===== config.mk =====
export PLATFORM = sky130hd
export DESIGN_NAME = round_controller
export DESIGN_NICKNAME = d
export VERILOG_FILES = /design/src/rtl/game_pkg.sv /design/src/rtl/score_keeper.sv /design/src/rtl/round_controller.sv
export SDC_FILE = /design/constraint.sdc
export NUM_CORES = 1
export LEC_CHECK = 0
export CORE_MARGIN = 2
export CORE_UTILIZATION = 44
export CTS_CLUSTER_DIAMETER = 40
export DETAILED_ROUTE_END_ITERATION = 8
export GPL_ROUTABILITY_DRIVEN = 0
export PLACE_DENSITY = 0.65
export SYNTH_ARGS = -nofsm -noshare
export SYNTH_HDL_FRONTEND = slang
export SYNTH_SLANG_ARGS = --single-unit

===== constraint.sdc =====
create_clock -name clk1Hz -period 6.5 [get_ports clk1Hz]
set_input_delay 1.3 -clock clk1Hz [delete_from_list [all_inputs] [get_ports clk1Hz]]
set_output_delay 1.3 -clock clk1Hz [all_outputs]
set_load 0.02 [all_outputs]

===== src/rtl/game_pkg.sv =====
// Shared definitions for the switch game: FSM state encodings, default
// phase lengths and datapath widths.
package game_pkg;

  localparam logic [1:0] S_IDLE  = 2'd0;
  localparam logic [1:0] S_ROUND = 2'd1;
  localparam logic [1:0] S_BREAK = 2'd2;
  localparam logic [1:0] S_OVER  = 2'd3;

  localparam int ROUND_TIME_DEF = 15;
  localparam int BREAK_TIME_DEF = 5;

  localparam int SCORE_W = 10;
  localparam int COUNT_W = 6;

endpackage


===== src/rtl/score_keeper.sv =====
// Score accumulator and level multiplier. A pass adds points at the
// multiplier currently in force, then the multiplier is refreshed from the
// post-increment passed count supplied by the sequencer.
module score_keeper
  import game_pkg::*;
#(
  parameter int ROUNDS_PER_LEVEL = 5,
  parameter int POINTS_PER_ROUND = 2,
  parameter int MAX_MULT_LOG2    = 3,
  parameter int SCORE_MAX        = 999,
  parameter int PASS_W           = 7
) (
  input  logic               clk1Hz,
  input  logic               reset_btn,
  input  logic               clear_i,
  input  logic               pass_pulse_i,
  input  logic [PASS_W-1:0]  passed_i,
  output logic [SCORE_W-1:0] score_o,
  output logic [3:0]         multiplier_o
);

  localparam int EW = (MAX_MULT_LOG2 > 0) ? $clog2(MAX_MULT_LOG2 + 1) : 1;

  logic [SCORE_W-1:0] score_q, score_d;
  logic [3:0]         mult_q, mult_d;
  logic [SCORE_W:0]   sum;
  logic [PASS_W-1:0]  level;
  logic [EW-1:0]      expo;

  // Saturating add in one extra bit, and the capped level exponent.
  always_comb begin
    sum    = {1'b0, score_q} + (SCORE_W+1)'(POINTS_PER_ROUND) * (SCORE_W+1)'(mult_q);
    score_d = (sum > (SCORE_W+1)'(SCORE_MAX)) ? SCORE_W'(SCORE_MAX) : sum[SCORE_W-1:0];
    level  = passed_i / PASS_W'(ROUNDS_PER_LEVEL);
    expo   = (level > PASS_W'(MAX_MULT_LOG2)) ? EW'(MAX_MULT_LOG2) : EW'(level);
    mult_d = 4'd1 << expo;
  end

  // Score and multiplier registers; clear wins over a pass (never both).
  always_ff @(posedge clk1Hz or posedge reset_btn) begin
    if (reset_btn) begin
      score_q <= '0;
      mult_q  <= 4'd1;
    end else if (clear_i) begin
      score_q <= '0;
      mult_q  <= 4'd1;
    end else if (pass_pulse_i) begin
      score_q <= score_d;
      mult_q  <= mult_d;
    end
  end

  assign score_o      = score_q;
  assign multiplier_o = mult_q;

endmodule


===== src/rtl/round_controller.sv =====
// Game sequencer on the 1 Hz tick: round/break countdown, prompt requests,
// switch-check event judging and round bookkeeping. Scoring is delegated to
// score_keeper.
module round_controller
  import game_pkg::*;
#(
  parameter int ROUND_TIME       = ROUND_TIME_DEF,
  parameter int BREAK_TIME       = BREAK_TIME_DEF,
  parameter int ROUNDS_PER_LEVEL = 5,
  parameter int POINTS_PER_ROUND = 2,
  parameter int MAX_MULT_LOG2    = 3,
  parameter int SCORE_MAX        = 999
) (
  input  logic               clk1Hz,
  input  logic               reset_btn,
  input  logic               start,
  input  logic               check_toggle,
  input  logic               is_correct,
  output logic [COUNT_W-1:0] count,
  output logic               in_round,
  output logic               prompt_toggle,
  output logic [6:0]         round_num,
  output logic [3:0]         multiplier,
  output logic [SCORE_W-1:0] score,
  output logic               game_over
);

  localparam int PASS_W = 7;

  logic [1:0]         state_q, state_d;
  logic [COUNT_W-1:0] count_q, count_d;
  logic               prompt_q, prompt_d;
  logic [6:0]         round_q, round_d;
  logic [PASS_W-1:0]  passed_q, passed_d;
  logic               chk_q;
  logic               in_round_q, game_over_q;
  logic               evt, clear, pass_pulse;

  // Any level change on the checker's flag since last tick is one event;
  // a double toggle inside one tick is invisible by construction.
  assign evt = check_toggle ^ chk_q;

  // Next-state logic; events take priority over the ROUND timeout.
  always_comb begin
    state_d    = state_q;
    count_d    = count_q;
    prompt_d   = prompt_q;
    round_d    = round_q;
    passed_d   = passed_q;
    clear      = 1'b0;
    pass_pulse = 1'b0;
    case (state_q)
      S_IDLE, S_OVER: begin
        if (start) begin
          clear    = 1'b1;
          passed_d = '0;
          round_d  = 7'd1;
          count_d  = COUNT_W'(ROUND_TIME);
          prompt_d = ~prompt_q;
          state_d  = S_ROUND;
        end
      end
      S_ROUND: begin
        if (evt && is_correct) begin
          pass_pulse = 1'b1;
          passed_d   = (&passed_q) ? passed_q : passed_q + 1'b1;
          count_d    = COUNT_W'(BREAK_TIME);
          state_d    = S_BREAK;
        end else if (evt) begin
          state_d = S_OVER;
        end else if (count_q == '0) begin
          state_d = S_OVER;
        end else begin
          count_d = count_q - 1'b1;
        end
      end
      S_BREAK: begin
        if (count_q == '0) begin
          count_d  = COUNT_W'(ROUND_TIME);
          round_d  = (round_q >= 7'd99) ? 7'd99 : round_q + 7'd1;
          prompt_d = ~prompt_q;
          state_d  = S_ROUND;
        end else begin
          count_d = count_q - 1'b1;
        end
      end
      default: state_d = S_IDLE;
    endcase
  end

  // Sequencer registers, with phase flags registered alongside the state.
  always_ff @(posedge clk1Hz or posedge reset_btn) begin
    if (reset_btn) begin
      state_q     <= S_IDLE;
      count_q     <= '0;
      prompt_q    <= 1'b0;
      round_q     <= '0;
      passed_q    <= '0;
      chk_q       <= 1'b0;
      in_round_q  <= 1'b0;
      game_over_q <= 1'b0;
    end else begin
      state_q     <= state_d;
      count_q     <= count_d;
      prompt_q    <= prompt_d;
      round_q     <= round_d;
      passed_q    <= passed_d;
      chk_q       <= check_toggle;
      in_round_q  <= (state_d == S_ROUND);
      game_over_q <= (state_d == S_OVER);
    end
  end

  score_keeper #(
    .ROUNDS_PER_LEVEL(ROUNDS_PER_LEVEL),
    .POINTS_PER_ROUND(POINTS_PER_ROUND),
    .MAX_MULT_LOG2   (MAX_MULT_LOG2),
    .SCORE_MAX       (SCORE_MAX),
    .PASS_W          (PASS_W)
  ) u_score (
    .clk1Hz      (clk1Hz),
    .reset_btn   (reset_btn),
    .clear_i     (clear),
    .pass_pulse_i(pass_pulse),
    .passed_i    (passed_d),
    .score_o     (score),
    .multiplier_o(multiplier)
  );

  assign count         = count_q;
  assign in_round      = in_round_q;
  assign prompt_toggle = prompt_q;
  assign round_num     = round_q;
  assign game_over     = game_over_q;

endmodule


# After elaboration in Yosys (flattened, before gate mapping)
# Index checks and enable logic that the tools add are counted.
# totals
register_bits	40
latch_bits	0
ramBits	0
romBits	0
in_bits	5
output_inout_bits	30
wordCells	72
memories	0
# op_classes
addsub	4
mul	0
div	1
n_lt_le_gt_ge	3
n_eq_ne	9
shifts	1
mux	33
bitwise	2
reduce_logical	9
# op_table
op	n
2-to-1 mux 7 bit	6
2-to-1 mux 10 bit	3
2-to-1 mux 6 bit	5
case mux 7 bit (2 select lines)	2
case mux 6 bit (3 select lines)	1
adder 7 x 1 -> 7 bit (second input constant)	2
2-to-1 mux 2 bit	6
adder 10 x 5 -> 11 bit	1
> comparator 11 x 10 -> 1 bit (second input constant)	1
2-to-1 mux 4 bit	2
divider 7 x 3 -> 7 bit (second input constant)	1
greater-or-equal comparator 7 bit (second input constant)	1
> comparator 7 x 2 -> 1 bit (second input constant)	1
AND reduction 7 bit	1
equality test 2 bit (second input constant)	3
zero test 6 bit	1
2-to-1 mux 1 bit	6
!= test 3 bit (second input constant)	2
case mux 2 bit (3 select lines)	1
AND reduction 3 bit	2
subtractor 6 x 1 -> 6 bit (second input constant)	1
equality test 2 x 1 -> 1 bit (second input constant)	2
!= test 2 bit (second input constant)	2
nonzero test 2 bit	2
other kinds (7)	7

# Logic depth before layout (Yosys ltp)
# logic_depth
depth_word	10
mapped_depth	24
mapped_depth_nobuf	23

# Cells and area by module
# From an unflattened synthesis, not the netlist that was laid out.
# hier_totals
hier_cells	294
area_unflattened_um2	2652.5
# by_module_without_submodules
module	n_inst	cells_per_inst	area_per_inst_um2	seq_area_each_um2
round_controller	1	177	1617.8	650.6
score_keeper	1	117	1034.7	351.6

# Worst setup path before layout
# OpenSTA, ideal clock, no wires.
# synth_path
path_type	input to register
startpoint	input check_toggle
endpoint	register u_score.mult_q[1], in the netlist u_score.multiplier_o[1]
setup_ps	120
t_arrival_ps	5563
required_ps	6380
slack_ps	817
stages	22
n_path_buf	1
cell_sequence	xor2_1 buf_4 and2_1 nand4b_1 nand2_1 ha_1 a21boi_1 a31oi_1 nor3_1 a2bb2oi_1 inv_1 ha_1 a21o_1 a211oi_2 o311ai_4 xnor2_1 ha_1 nor2b_1 or4b_1 mux2_2 and2_4 a31o_1
# synth_between
elab_chain_cells	10
elab_cells_between_ends	13
classes_between	1 x div; 1 x order compare; 1 x shift; 7 x mux; 1 x bitwise; 2 x reduce/logical
# synth_lines
element	line	rtl
start: declaration	round_controller.sv:17	input logic check_toggle,
bitwise XOR 1 bit (*)	round_controller.sv:41	assign evt = check_toggle ^ chk_q;
logical AND 1 bit (*)	round_controller.sv:64	if (evt && is_correct) begin
2-to-1 mux 7 bit (*)	round_controller.sv:64	
case mux 7 bit (2 select lines) (*)	round_controller.sv:52	case (state_q)
via passed_d[4]	round_controller.sv:34	logic [PASS_W-1:0] passed_q, passed_d;
divider 7 x 3 -> 7 bit (*)	score_keeper.sv:34	level = passed_i / PASS_W'(ROUNDS_PER_LEVEL);
> comparator 7 x 2 -> 1 bit	score_keeper.sv:35	expo = (level > PASS_W'(MAX_MULT_LOG2)) ? EW'(MAX_MULT_LOG2) : EW'(level);
2-to-1 mux 2 bit (*)	score_keeper.sv:35	
left shift 1 x 2 -> 4 bit (*)	score_keeper.sv:36	mult_d = 4'd1 << expo;
2-to-1 mux 4 bit (*)	score_keeper.sv:47	end else if (pass_pulse_i) begin
2-to-1 mux 4 bit (*)	score_keeper.sv:44	end else if (clear_i) begin
end signal: assignment	score_keeper.sv:49	mult_q <= mult_d;
end: declaration	score_keeper.sv:25	logic [3:0] mult_q, mult_d;
# Mark *: on every way through the listed nets, which the timed path passes. The rest lies on a longest branch. The select of a mux whose other input is x is not followed.
# A chain may end at the register's enable or synchronous reset.

# Worst setup path in the final report
# layout_path
startpoint	input is_correct
endpoint	register u_score.mult_q[1], in the netlist u_score.multiplier_o[1]
# layout_between
elab_chain_cells	9
elab_cells_between_ends	12
classes_between	1 x div; 1 x order compare; 1 x shift; 7 x mux; 2 x reduce/logical
# layout_lines
element	line	rtl
start: declaration	round_controller.sv:18	input logic is_correct,
logical AND 1 bit (*)	round_controller.sv:64	
2-to-1 mux 7 bit	round_controller.sv:64	
case mux 7 bit (2 select lines)	round_controller.sv:52	
divider 7 x 3 -> 7 bit	score_keeper.sv:34	
> comparator 7 x 2 -> 1 bit	score_keeper.sv:35	
2-to-1 mux 2 bit	score_keeper.sv:35	
left shift 1 x 2 -> 4 bit	score_keeper.sv:36	
2-to-1 mux 4 bit	score_keeper.sv:47	
2-to-1 mux 4 bit	score_keeper.sv:44	
# Mark *: on every way between the ends. The rest lies on a longest branch, timed or not. The select of a mux whose other input is x is not followed.

==> impl_metrics.yaml <==
timing:
  final_hold_viol_count: 0
  maxSlewViolCount: 0
  skew_ps: 7.31
  setup_viol: 0
  worstMarginPinSlew_ps: 1090
  fin_ws_ps: 451
  rsz0062_at_grt: "false"
  relSlewSlack_pct: 26.5
  timing.final.crit_share_pct: 93.1
  fmax_ghz: 0.165
  timing.final.crit_period_ps: 6050
  tns_ps: 0
logic_synthesis:
  ys_top_cells_by_count: "dfrtp_1, nand2_1, nor2_1"
  ys.flop_type: "dfrtp_1"
  synth_cell_types: 71
  syn_inst: 365
  yosysMostFrequentCell: "dfrtp_1"
  synth_edf_count: 0
  syn_area_um2: 3030
  yosysTopAreaCell: "dfrtp_1"
  ys_ff_latch: 40
  ys_warn_count: 0
  synth_top_area_share_pct: 32.2
  synthTopCellsByArea: "dfrtp_1, ha_1, nand2_1, nor2_1, o21ai_0"
  ys_async_sr_fraction_pct: 100
  avgSynthCellArea_um2: 8.31
  synth_nets: 386
  ys_seq_area_share_pct: 33.1
critical_path:
  r2r_start: "state_q[1]$_DFF_PP0_"
  r2r_slack_ps: 1120
  r2r-end: "u_score.multiplier_o[1]$_DFFE_PP0P_"
  crit_required_ps: 6690
  crit_fanout: 7
  crit_path_end_kind: "flip-flop"
  crit_path_start_kind: "input port"
  reg2reg_depth: 20
  path_class: "input port to flip-flop"
  arrival_ps: 6240
worst_hold_path:
  hold_path_end: "prompt_toggle$_DFFE_PP0P_"
  min_from: "prompt_toggle$_DFFE_PP0P_"
  min_path_cells: 1
  holdCritPathClass: "flip-flop to flip-flop"
grt:
  grt-ovfl-total: 0
  grt_pass1_vias: 2562
  grt_max_degree: 41
  grt_util_all_layers_pct: 19.3
  antenna_found_initial: 0
  grt_pass1_wl_um: 12000
die:
  io_pins: 35
  core_um2: 6720
  rows: 30
  dieWidth_um: 87.0
  design.die.area_um2: 7570
  die_y_um: 87.0
  initial_utilization_pct: 45.1
placement:
  port_buffers: 34
  place_area_um2: 3480
  dpl.hpwl_um: 5120
  pre_cts_slack_ps: -106
clock_network:
  cts-root-buf: "clkbuf_8"
  clk_pin_slew_worst_paths_ps: 90
  cts_inserted_buffers: 5
  clk_path_buf_depth: 2
  clk-insertion-delay-late_ps: 300
  cts_tree: "yes"
  clock_sinks: 40
  post_cts_buffers: 0
  cts-htree-levels: 2
final_layout:
  diodes: 0
  drive_gt1_share_pct: 9.43
  area_delta_synth_final_pct: 19.1
  design_area_um2: 3610
  fin_nets: 423
run:
  maxCapViolations: 0
drt:
  post_drt_wl_per_cell_um: 14.2
  route.detailed.drc: 0
  drt-initial-drc-count: 159
  vias_per_cell: 5.82
  first_pass_iters: 4
  num_vias: 2812
  postRouteWirelength_um: 6840
  drtAntennaViolNets: 0
power:
  power_leakage_nw: 1.52
  total_power_mw: 1.06
  ir_drop_mv: 0.128
  power_density_nw_per_um2: 293
outcome:
  outcome: "finished, final reports clean"
-- state kept, by name (all words and copies together), names as in the netlist --
name,cells
game_over,1
u_score.multiplier_o,4
in_round,1
passed_q,7
state_q,2
chk_q,1
round_num,7
u_score.score_o,10
count,6
prompt_toggle,1
-- layer usage --
layer	global-route usage [%]	up-vias	part of all wire [%]
met3	3.22	9	4.0
li1	-	1416	-
met4	4.69	0	1.2
met5	0	-	0
met1	27.1	1322	49
met2	30.8	65	46
-- cell type report --
cell class / count / area, µm²
clock buffers: 5 / 68.8
well taps: 80 / 100
flip-flops and latches: 40 / 1000
clock inverters: 3 / 47.5
repair buffers: 43 / 408
fillers: 607 / 3110
inverters: 16 / 60.1
multi-input cells: 296 / 1920
-- stage by stage --
| step | cells | hold WS (ps) | util, % |
|---|---|---|---|
| 4_1_cts | 483 | 482 | 53.5 |
| 5_1_grt | 483 | 520 | 53.7 |
| 6_report | 483 | 479 | 53.7 |
| 3_3_place_gp | 475 | 461 | 51.7 |
| 3_5_place_dp | 475 | 466 | 51.7 |
| 2_1_floorplan | 365 | 542 | - |
-- layout by cell type, fill, tap and decap left out, types with 3 or more instances in the layout --
| master | n |
|---|---|
| dfrtp_1 | 39 |
| nand2_1 | 38 |
| nor2_1 | 37 |
| clkdlybuf4s50_1 | 34 |
| o21ai_0 | 24 |
| a21oi_1 | 22 |
| nand3_1 | 20 |
| ha_1 | 15 |
| inv_1 | 14 |
| and2_1 | 11 |
| nor3_1 | 10 |
| buf_4 | 9 |
| nor2b_1 | 8 |
| a21o_1 | 8 |
| nand4_1 | 7 |
| a31oi_1 | 6 |
| and3_1 | 5 |
| xnor2_1 | 5 |
| clkbuf_8 | 5 |
| nand2b_1 | 4 |
| o22ai_1 | 4 |
| mux2i_1 | 4 |
| nor4_1 | 4 |
| a41oi_1 | 3 |
| nand3b_1 | 3 |
| o21a_1 | 3 |
| mux2_2 | 3 |
-- where the power goes --
group | internal, mW | total [mW] | switching, mW
clock | 0.116 | 0.212 | 0.0960
combinational | 0.201 | 0.506 | 0.305
sequential | 0.298 | 0.342 | 0.0433
-- cells by family after synthesis --
family / Yosys count / synth area share [%]
compound gates: 102 / 23.8
xor+xnor: 8 / 2.31
fa+ha+maj: 16 / 6.85
buf+inv: 29 / 4.09
flops: 40 / 33.1
mux: 7 / 2.43
simple gates: 163 / 27.4
-- repair_timing --
| item | 4_1_cts | 5_1_grt |
|---|---|---|
| resized for setup | 0 | 3 |
| hold buffers | 0 | 0 |
| endpoints found under the setup margin | 0 | 4 |
-- critical path, cell delays in order --
cell             delay, ps
clkdlybuf4s50_1        590
inv_1                  130
a211oi_2               300
mux2i_1                300
and3_1                 390
a31oi_1                200
nor3_1                 220
a2bb2oi_1              210
inv_1                  100
ha_1                   250
a21o_1                 220
a211oi_2               300
o311ai_4               170
xnor2_2                210
ha_1                   250
or4b_1                 510
mux2_2                 280
and2_4                 150
a31o_1                 160
-- how the worst max path moves through the flow --
stage               depth (start not counted)                                  end  slack [ps]         start
floorplan                                  22  u_score.multiplier_o[1]$_DFFE_PP0P_         820  check_toggle
global placement                           22  u_score.multiplier_o[1]$_DFFE_PP0P_          90  check_toggle
detailed placement                         22  u_score.multiplier_o[1]$_DFFE_PP0P_        -110  check_toggle
CTS                                        22  u_score.multiplier_o[1]$_DFFE_PP0P_         230  check_toggle
global route                               22  u_score.multiplier_o[1]$_DFFE_PP0P_          30  check_toggle
finish                                     19  u_score.multiplier_o[1]$_DFFE_PP0P_         450    is_correct
(Power assumes the default switching activity.)
